## config.mk

```make
export PLATFORM = sky130hd
export DESIGN_NAME = clock_period_meter
export DESIGN_NICKNAME = d
export VERILOG_FILES = /design/src/rtl/clock_period_meter.sv
export SDC_FILE = /design/constraint.sdc
export NUM_CORES = 1
export LEC_CHECK = 0
export BUFFER_PORTS_ARGS = -buffer_cell sky130_fd_sc_hd__buf_2
export CAP_MARGIN = 10
export CELL_PAD_IN_SITES_DETAIL_PLACEMENT = 1
export CELL_PAD_IN_SITES_GLOBAL_PLACEMENT = 2
export CORE_MARGIN = 2
export CORE_UTILIZATION = 36
export CTS_BUF_LIST = sky130_fd_sc_hd__clkbuf_8 sky130_fd_sc_hd__clkbuf_16
export CTS_CLUSTER_SIZE = 30
export DETAILED_ROUTE_END_ITERATION = 10
export GPL_TIMING_DRIVEN = 0
export PLACE_DENSITY = 0.84
export SLEW_MARGIN = 15
export SYNTH_ARGS = -nofsm -noshare
export SYNTH_HDL_FRONTEND = slang
export SYNTH_SLANG_ARGS = --single-unit
```

## constraint.sdc

```tcl
create_clock -name CLOCK -period 4.5 [get_ports CLOCK]
set_input_delay 0.9 -clock CLOCK [delete_from_list [all_inputs] [get_ports CLOCK]]
set_output_delay 0.9 -clock CLOCK [all_outputs]
set_load 0.02 [all_outputs]
```

## src/rtl/clock_period_meter.sv

```systemverilog
// clock_period_meter: measures the half-period of an asynchronous square wave
// in CLOCK cycles and reports it in the programmable divider's flip_count
// encoding (cycles per half-period minus one). Both edge polarities end a
// measurement. The block also tracks lock (LOCK_N consecutive measurements
// within TOL of each other) and loss of signal (TIMEOUT cycles with no edge).
module clock_period_meter #(
  parameter int unsigned W       = 32,
  parameter int unsigned TIMEOUT = 100_000_000,
  parameter int unsigned LOCK_N  = 4,
  parameter int unsigned TOL     = 0
) (
  input  logic         CLOCK,
  input  logic         RESET,
  input  logic         sig_in,
  output logic [W-1:0] half_period,
  output logic         level,
  output logic         valid,
  output logic         locked,
  output logic         timeout
);

  localparam int unsigned MW = (LOCK_N < 1) ? 1 : $clog2(LOCK_N + 1);

  localparam logic [W-1:0]  TIMEOUT_W    = W'(TIMEOUT);
  localparam logic [W-1:0]  TIMEOUT_M1_W = W'(TIMEOUT - 1);
  localparam logic [W-1:0]  TOL_W        = W'(TOL);
  localparam logic [W-1:0]  CNT_ONE      = W'(1);
  localparam logic [MW-1:0] LOCK_N_W     = MW'(LOCK_N);
  localparam logic [MW-1:0] MATCH_ONE    = MW'(1);

  typedef enum logic {
    IDLE    = 1'b0,
    MEASURE = 1'b1
  } state_e;

  state_e         state_q, state_d;
  logic           s1_q, s1_d;
  logic           s2_q, s2_d;
  logic           s3_q, s3_d;
  logic [W-1:0]   cnt_q, cnt_d;
  logic [W-1:0]   half_period_q, half_period_d;
  logic           level_q, level_d;
  logic           valid_q, valid_d;
  logic           locked_q, locked_d;
  logic           timeout_q, timeout_d;
  logic [MW-1:0]  match_cnt_q, match_cnt_d;

  logic           sig_edge;
  logic [W-1:0]   abs_diff;
  logic           is_match;
  logic [MW-1:0]  match_next;
  logic           match_kept;

  // Three-flop chain: s1/s2 resynchronise sig_in, s3 remembers the previous level.
  always_comb begin
    s1_d = sig_in;
    s2_d = s1_q;
    s3_d = s2_q;
  end

  assign sig_edge = s2_q ^ s3_q;

  // Interval counter: restarts on every edge, otherwise counts up and parks at TIMEOUT.
  always_comb begin
    cnt_d = cnt_q;
    if (sig_edge) begin
      cnt_d = '0;
    end else if (cnt_q < TIMEOUT_W) begin
      cnt_d = cnt_q + CNT_ONE;
    end
  end

  // Compare the interval just ending against the previous one (larger minus smaller).
  always_comb begin
    abs_diff   = '0;
    is_match   = 1'b0;
    match_next = match_cnt_q;
    match_kept = 1'b0;
    if (cnt_q >= half_period_q) begin
      abs_diff = cnt_q - half_period_q;
    end else begin
      abs_diff = half_period_q - cnt_q;
    end
    is_match = (abs_diff <= TOL_W);
    if (match_cnt_q == '0) begin
      match_next = MATCH_ONE;
      match_kept = 1'b1;
    end else if (is_match) begin
      match_kept = 1'b1;
      if (match_cnt_q < LOCK_N_W) begin
        match_next = match_cnt_q + MATCH_ONE;
      end
    end else begin
      match_next = MATCH_ONE;
    end
  end

  // FSM next state and output updates; an edge always takes priority over the timeout.
  always_comb begin
    state_d       = state_q;
    half_period_d = half_period_q;
    level_d       = level_q;
    valid_d       = 1'b0;
    locked_d      = locked_q;
    timeout_d     = timeout_q;
    match_cnt_d   = match_cnt_q;
    case (state_q)
      IDLE: begin
        if (sig_edge) begin
          state_d   = MEASURE;
          timeout_d = 1'b0;
        end
      end
      MEASURE: begin
        if (sig_edge) begin
          half_period_d = cnt_q;
          level_d       = s3_q;
          valid_d       = 1'b1;
          timeout_d     = 1'b0;
          match_cnt_d   = match_next;
          if (!match_kept) begin
            locked_d = 1'b0;
          end else if (match_next == LOCK_N_W) begin
            locked_d = 1'b1;
          end
        end else if (cnt_q == TIMEOUT_M1_W) begin
          state_d     = IDLE;
          timeout_d   = 1'b1;
          locked_d    = 1'b0;
          match_cnt_d = '0;
        end
      end
      default: begin
        state_d = IDLE;
      end
    endcase
  end

  // State register; synchronous reset discards any partial interval.
  always_ff @(posedge CLOCK) begin
    if (RESET) begin
      state_q       <= IDLE;
      s1_q          <= 1'b0;
      s2_q          <= 1'b0;
      s3_q          <= 1'b0;
      cnt_q         <= '0;
      half_period_q <= '0;
      level_q       <= 1'b0;
      valid_q       <= 1'b0;
      locked_q      <= 1'b0;
      timeout_q     <= 1'b0;
      match_cnt_q   <= '0;
    end else begin
      state_q       <= state_d;
      s1_q          <= s1_d;
      s2_q          <= s2_d;
      s3_q          <= s3_d;
      cnt_q         <= cnt_d;
      half_period_q <= half_period_d;
      level_q       <= level_d;
      valid_q       <= valid_d;
      locked_q      <= locked_d;
      timeout_q     <= timeout_d;
      match_cnt_q   <= match_cnt_d;
    end
  end

  assign half_period = half_period_q;
  assign level       = level_q;
  assign valid       = valid_q;
  assign locked      = locked_q;
  assign timeout     = timeout_q;

endmodule
```

# After elaboration in Yosys (flattened, before gate mapping)
# Index checks and enable logic that the tools add are counted.
# op_classes
n_mux	20
magnitude_cmp	4
eq_ne	5
addsub	4
bitwise_logic	2
n_reduce_logical	8
# ops
operator	count
subtractor 32 bit	2
adder 32 x 1 -> 32 bit (second input constant)	1
equality test 32 x 27 -> 1 bit (second input constant)	1
greater-or-equal comparator 32 bit	1
less-or-equal comparator 32 x 1 -> 1 bit (second input constant)	1
less-than comparator 32 x 27 -> 1 bit (second input constant)	1
2-to-1 mux 32 bit	1
2-to-1 mux 3 bit	5
2-to-1 mux 1 bit	12
AND reduction 2 bit	3
one-hot mux 1 bit (2 select lines)	2
OR reduction 2 bit	2
adder 3 x 1 -> 3 bit (second input constant)	1
equality test 3 bit (second input constant)	1
zero test 3 bit	1
less-than comparator 3 bit (second input constant)	1
!= test 3 x 1 -> 1 bit (second input constant)	1
!= test 3 x 2 -> 1 bit (second input constant)	1
AND reduction 3 bit	1
!= test 2 bit (second input constant)	1
nonzero test 2 bit	1
NOT 1 bit	1
XOR 1 bit	1
# totals
wordCells	54
out_inout_bits	36
ff_bits	75
in_bits	3

# Logic depth before layout (Yosys ltp)
# depth
ltp_word	9
mapped_depth	15
mapped_depth_nobuf	14

# Least setup slack after synthesis
# OpenSTA, ideal clock, no wires.
# synth_path
kind	reg-to-reg
startpoint	reg half_period_q[3], in the netlist half_period[3]
endpoint	reg match_cnt_q[1]
setup_ns	0.058
synth_period_minus_slack_ns	3.689
n_path_buf	1
stages_incl_launch_ff	16
required_time_ns	4.442
arrival_ns	3.631
slack_ns	0.811
path_cell_list	dfxtp_1 inv_1 ha_1 buf_6 a21o_1 a21oi_1 nand2_1 a211oi_1 o21ai_0 a31oi_1 a21oi_1 mux2i_1 or4_4 a211o_1 a2111o_1 nand2_1
# synth_via
elab_chain_len	6
word_cells_on_any_way	8
classes_between	2 x add/sub; 2 x order compare; 4 x mux
# synth_lines
element	line_no	source
from (decl)	41	logic [W-1:0] half_period_q, half_period_d;
from (signal assigned)	159	half_period_q <= half_period_d;
subtractor 32 bit (tied with other cells)	82	abs_diff = half_period_q - cnt_q;
2-to-1 mux 32 bit *	79	if (cnt_q >= half_period_q) begin
less-or-equal comparator 32 x 1 -> 1 bit *	84	is_match = (abs_diff <= TOL_W);
2-to-1 mux 3 bit *	88	end else if (is_match) begin
2-to-1 mux 3 bit *	85	if (match_cnt_q == '0) begin
2-to-1 mux 3 bit *	115	if (sig_edge) begin
to (signal assigned)	164	match_cnt_q <= match_cnt_d;
to (decl)	46	logic [MW-1:0] match_cnt_q, match_cnt_d;
# Every way passes the cells marked *; elsewhere a longest branch is shown, timed or not.
# A chain may end at the register's enable or synchronous reset.

# Worst setup path in the final report
# layout_path
startpoint	reg half_period_q[6], in the netlist half_period[6]
endpoint	reg match_cnt_q[1]
# The elaborated chain is that of the path after synthesis.

==> reports/summary.log <==
INFO  yosys          synth_top_area_share=0.225
INFO  drt            dr.pass1.iters=4
INFO  placed_design  dp.final_hpwl=18.9mm
INFO  drt            vias=6813
INFO  setup_path     critical_path.most_common_cell=sky130_fd_sc_hd__nand2_1
INFO  floorplan      core.rowCount=49
INFO  placed_design  gpl.final_weighted_congestion=0.842
INFO  yosys          synth-seq-cells=75
INFO  global_routing largest_net_degree_at_the_start_of_global_routing=15
INFO  power_and_ir_drop leakage=3.13nW
INFO  cts            clock_path_buffers=2
INFO  floorplan      floorplan.die_area=19700um2
INFO  timing         timing_max_transition_violations_final=0
INFO  timing         skew=0.0108ns
INFO  drt            wl_per_instance=18.9um
INFO  yosys          synthDistinctLibCells=74
INFO  layout         area.growth.synth_to_final=11.7%
INFO  layout         layout.area.seq=1500um2
INFO  yosys          syn_area_per_cell=7.10um2
INFO  setup_path     worst-path-buf-inv=2
INFO  setup_path     worst_path_dominant_cell_family=compound AO/OA/AOI/OAI gates
INFO  cts            cts_tree=done
INFO  yosys          mappedNetlistNets=1010
INFO  run_status     outcome=finished clean
INFO  drt            drc_errors=0
INFO  setup_path     crit_path_max_incr_delay=0.67ns
INFO  yosys          synth.area.top_cells=sky130_fd_sc_hd__dfxtp_1 (22%), sky130_fd_sc_hd__ha_1 (12%), sky130_fd_sc_hd__a21oi_1 (8.8%)
INFO  timing         finalCritPeriodShare=0.975
INFO  worst_hold_path timing.hold.worst.class=reg2reg
INFO  global_routing grt_pass1_wl=37.0mm
INFO  placed_design  placement.setup.worst_slack=-0.373ns
INFO  cts            path_clk_slew=0.07ns
INFO  setup_path     cp_cell_sequence=inv_1 -> ha_1 -> buf_2 -> nand2_1 -> o21ai_0 -> a21oi_1 -> o211ai_2 -> a211oi_1 -> o31ai_2 -> nand3_1 -> or4_4 -> a211o_1 -> a2111o_1 -> nand2_1
INFO  cts            number_of_buffers_created_by_cts=9
INFO  yosys          synthesis.instances=941
INFO  floorplan      die-height=140um
INFO  layout         num-fill-cells=2304
INFO  power_and_ir_drop vdd_drop_max=0.191mV
INFO  global_routing antenna_found_initial=0
INFO  drt            post_dr_vias_cell=5.58
INFO  yosys          yosys_most_used_dff=sky130_fd_sc_hd__dfxtp_1
INFO  setup_path     critical_path_required=4.80ns
INFO  timing         rsz0062_at_grt=no
INFO  yosys          most_common_cell_in_the_synthesized_netlist=sky130_fd_sc_hd__nand2_1
INFO  floorplan      floorplan.initialDensity=0.369
INFO  cts            postCtsHoldBufs=0
INFO  floorplan      core_area=18100um2
INFO  setup_path     timing.critical_path.fanout_max=10
INFO  setup_path     timing.critical_path.to_type=flop
INFO  yosys          synth.cell_area=6680um2
INFO  layout         post-route-util=0.413
INFO  global_routing grt-ovfl-total=0
INFO  drt            route.antenna.remaining_nets=0
INFO  layout         antennaDiodeCount=0
INFO  placed_design  numPortBuffers=37
INFO  timing         setup-violations-final=0
INFO  floorplan      io_pins=39
INFO  timing         finalCriticalPeriod=4.39ns
INFO  timing         worst-slew-pin-transition=0.939ns
INFO  cts            cts.htree.levels=3
INFO  setup_path     setup.worst_path.class=reg2reg
INFO  timing         setup_slack=0.113ns
INFO  layout         multi_input_area=4720um2
INFO  yosys          synth-edff-count=0
INFO  flow_run       cap_violations=0
INFO  layout         share_of_post_route_cells_with_drive_strength_above_1=0.0947
INFO  yosys          async_reset_ff_frac=0
INFO  cts            tritoncts_num_sinks=75
INFO  yosys          post_synth_most_frequent_cells=sky130_fd_sc_hd__nand2_1 (137), sky130_fd_sc_hd__a21oi_1 (118), sky130_fd_sc_hd__nor2_1 (79), sky130_fd_sc_hd__dfxtp_1 (75), sky130_fd_sc_hd__inv_1 (74)
INFO  setup_path     slowest_stage=sky130_fd_sc_hd__o31ai_2
INFO  cts            worstSkewPairLatency=0.35ns
INFO  timing         slew-limit-headroom=0.368
INFO  setup_path     timing.critical_path.arrival=4.68ns
INFO  timing         hold_violations=0
INFO  setup_path     worstSetupStartpointType=flop
INFO  timing         maxClockFrequency=0.228GHz
INFO  power_and_ir_drop power_density=228nW/um2
INFO  layout         nNetsFinal=1057
INFO  drt            first_drt_iteration_drcs=412
INFO  yosys          yosysTopAreaCell=sky130_fd_sc_hd__dfxtp_1
INFO  drt            postRouteWirelength=23.1mm
INFO  global_routing number_of_global_route_vias_before_repair=6725
INFO  cts            ctsRootBufferMaster=sky130_fd_sc_hd__clkbuf_16
INFO  yosys          seq_area_frac_synth=0.225
INFO  yosys          ys.warnings.count=0
INFO  global_routing track_usage=0.237
INFO  floorplan      dieWidth=140um
==> state kept, by name, summed over array words and instances (netlist names) <==
register / count
cnt_q: 32
half_period: 32
match_cnt_q: 3
level: 1
locked: 1
s1_q: 1
s2_q: 1
s3_q: 1
state_q: 1
timeout: 1
valid: 1
==> final cells by class <==
| type | instances | area share |
|---|---|---|
| multi-input combinational | 746 | 0.632 |
| sequential | 75 | 0.201 |
| tap | 229 | 0.0384 |
| inverter | 74 | 0.0372 |
| clock buffer | 10 | 0.0320 |
| buffer | 45 | 0.0283 |
| timing repair buffer | 37 | 0.0248 |
| clock inverter | 6 | 0.00637 |
==> stage by stage <==
stage,instances,setup TNS [ns],hold slack [ns],cell area (um2),total power [mW]
2_1_floorplan,941,0,0.414,6680,0.921
3_3_place_gp,1207,-0.835,0.424,7150,1.00
3_5_place_dp,1207,-0.765,0.446,7150,1.00
4_1_cts,1223,0,0.455,7450,1.72
5_1_grt,1222,0,0.479,7460,1.77
6_report,1222,0,0.447,7460,1.70
==> layout by cell type, fill, tap and decap left out, types with 5 or more instances in the layout <==
cell type | synthesis | routed
sky130_fd_sc_hd__clkbuf_1 | 30 | 28
sky130_fd_sc_hd__nor3_1 | 18 | 18
sky130_fd_sc_hd__and2_1 | 5 | 5
sky130_fd_sc_hd__o21ai_1 | 2 | 5
sky130_fd_sc_hd__a211oi_1 | 7 | 5
sky130_fd_sc_hd__buf_2 | 11 | 48
sky130_fd_sc_hd__a21o_1 | 19 | 19
sky130_fd_sc_hd__xnor2_1 | 50 | 50
sky130_fd_sc_hd__nor2b_1 | 14 | 14
sky130_fd_sc_hd__xor2_1 | 17 | 17
sky130_fd_sc_hd__ha_1 | 66 | 66
sky130_fd_sc_hd__a21oi_1 | 118 | 117
sky130_fd_sc_hd__nand4_1 | 16 | 16
sky130_fd_sc_hd__and4_1 | 6 | 6
sky130_fd_sc_hd__dfxtp_1 | 75 | 75
sky130_fd_sc_hd__o21bai_1 | 6 | 6
sky130_fd_sc_hd__and3_1 | 9 | 9
sky130_fd_sc_hd__clkbuf_16 | 0 | 9
sky130_fd_sc_hd__nand2_1 | 137 | 137
sky130_fd_sc_hd__nor2_1 | 79 | 79
sky130_fd_sc_hd__o21ai_0 | 57 | 54
sky130_fd_sc_hd__nand3_1 | 23 | 23
sky130_fd_sc_hd__nor4_1 | 14 | 14
sky130_fd_sc_hd__a31oi_1 | 7 | 7
sky130_fd_sc_hd__inv_1 | 74 | 74
sky130_fd_sc_hd__o21a_1 | 5 | 5
==> worst paths after layout <==
| path | from | to | slack [ns] | cells past startpoint |
|---|---|---|---|---|
| worst max-delay path | half_period[6] | match_cnt_q[1] | 0.11 | 14 |
| worst min-delay path | timeout | timeout | 0.45 | 2 |
| worst max register to register | half_period[6] | match_cnt_q[1] | 0.11 | 14 |
| worst min register to register | timeout | timeout | 0.45 | 2 |
==> timing repair <==
item | 4_1_cts | 5_1_grt
resized for setup | 3 | 8
endpoints found under the setup margin | 4 | 3
setup buffers | 0 | 0
==> power by group <==
group / switching [mW] / internal [mW]
logic: 0.193 / 0.129
registers: 0.00701 / 0.669
clock network: 0.313 / 0.393
==> worst reg2reg max path, stage by stage (launching register included) <==
cell and delay (ns):
sky130_fd_sc_hd__dfxtp_1 0.38, sky130_fd_sc_hd__inv_1 0.06, sky130_fd_sc_hd__ha_1 0.39, sky130_fd_sc_hd__buf_2 0.24
sky130_fd_sc_hd__nand2_1 0.07, sky130_fd_sc_hd__o21ai_0 0.40, sky130_fd_sc_hd__a21oi_1 0.16, sky130_fd_sc_hd__o211ai_2 0.16
sky130_fd_sc_hd__a211oi_1 0.18, sky130_fd_sc_hd__o31ai_2 0.67, sky130_fd_sc_hd__nand3_1 0.21, sky130_fd_sc_hd__or4_4 0.50
sky130_fd_sc_hd__a211o_1 0.42, sky130_fd_sc_hd__a2111o_1 0.43, sky130_fd_sc_hd__nand2_1 0.06
==> metal layers <==
layer / vias up / routed length [um] / GRT usage
met1: 3334 / 12100 / 0.363
met3: 12 / 826 / 0.0229
met4: 0 / 231 / 0.0542
met2: 114 / 9930 / 0.358
met5: - / 0 / 0
li1: 3353 / - / -
==> logic make-up after synthesis <==
kind of cell	synth area share
and+or+nand+nor	0.237
AOI/OAI and AO/OA	0.247
adders and majority gates	0.124
buffers and inverters	0.0734
muxes	0.00618
xor gates and xnor gates	0.0878
DFF	0.225
No activity file was read; power rests on OpenSTA's default activity.
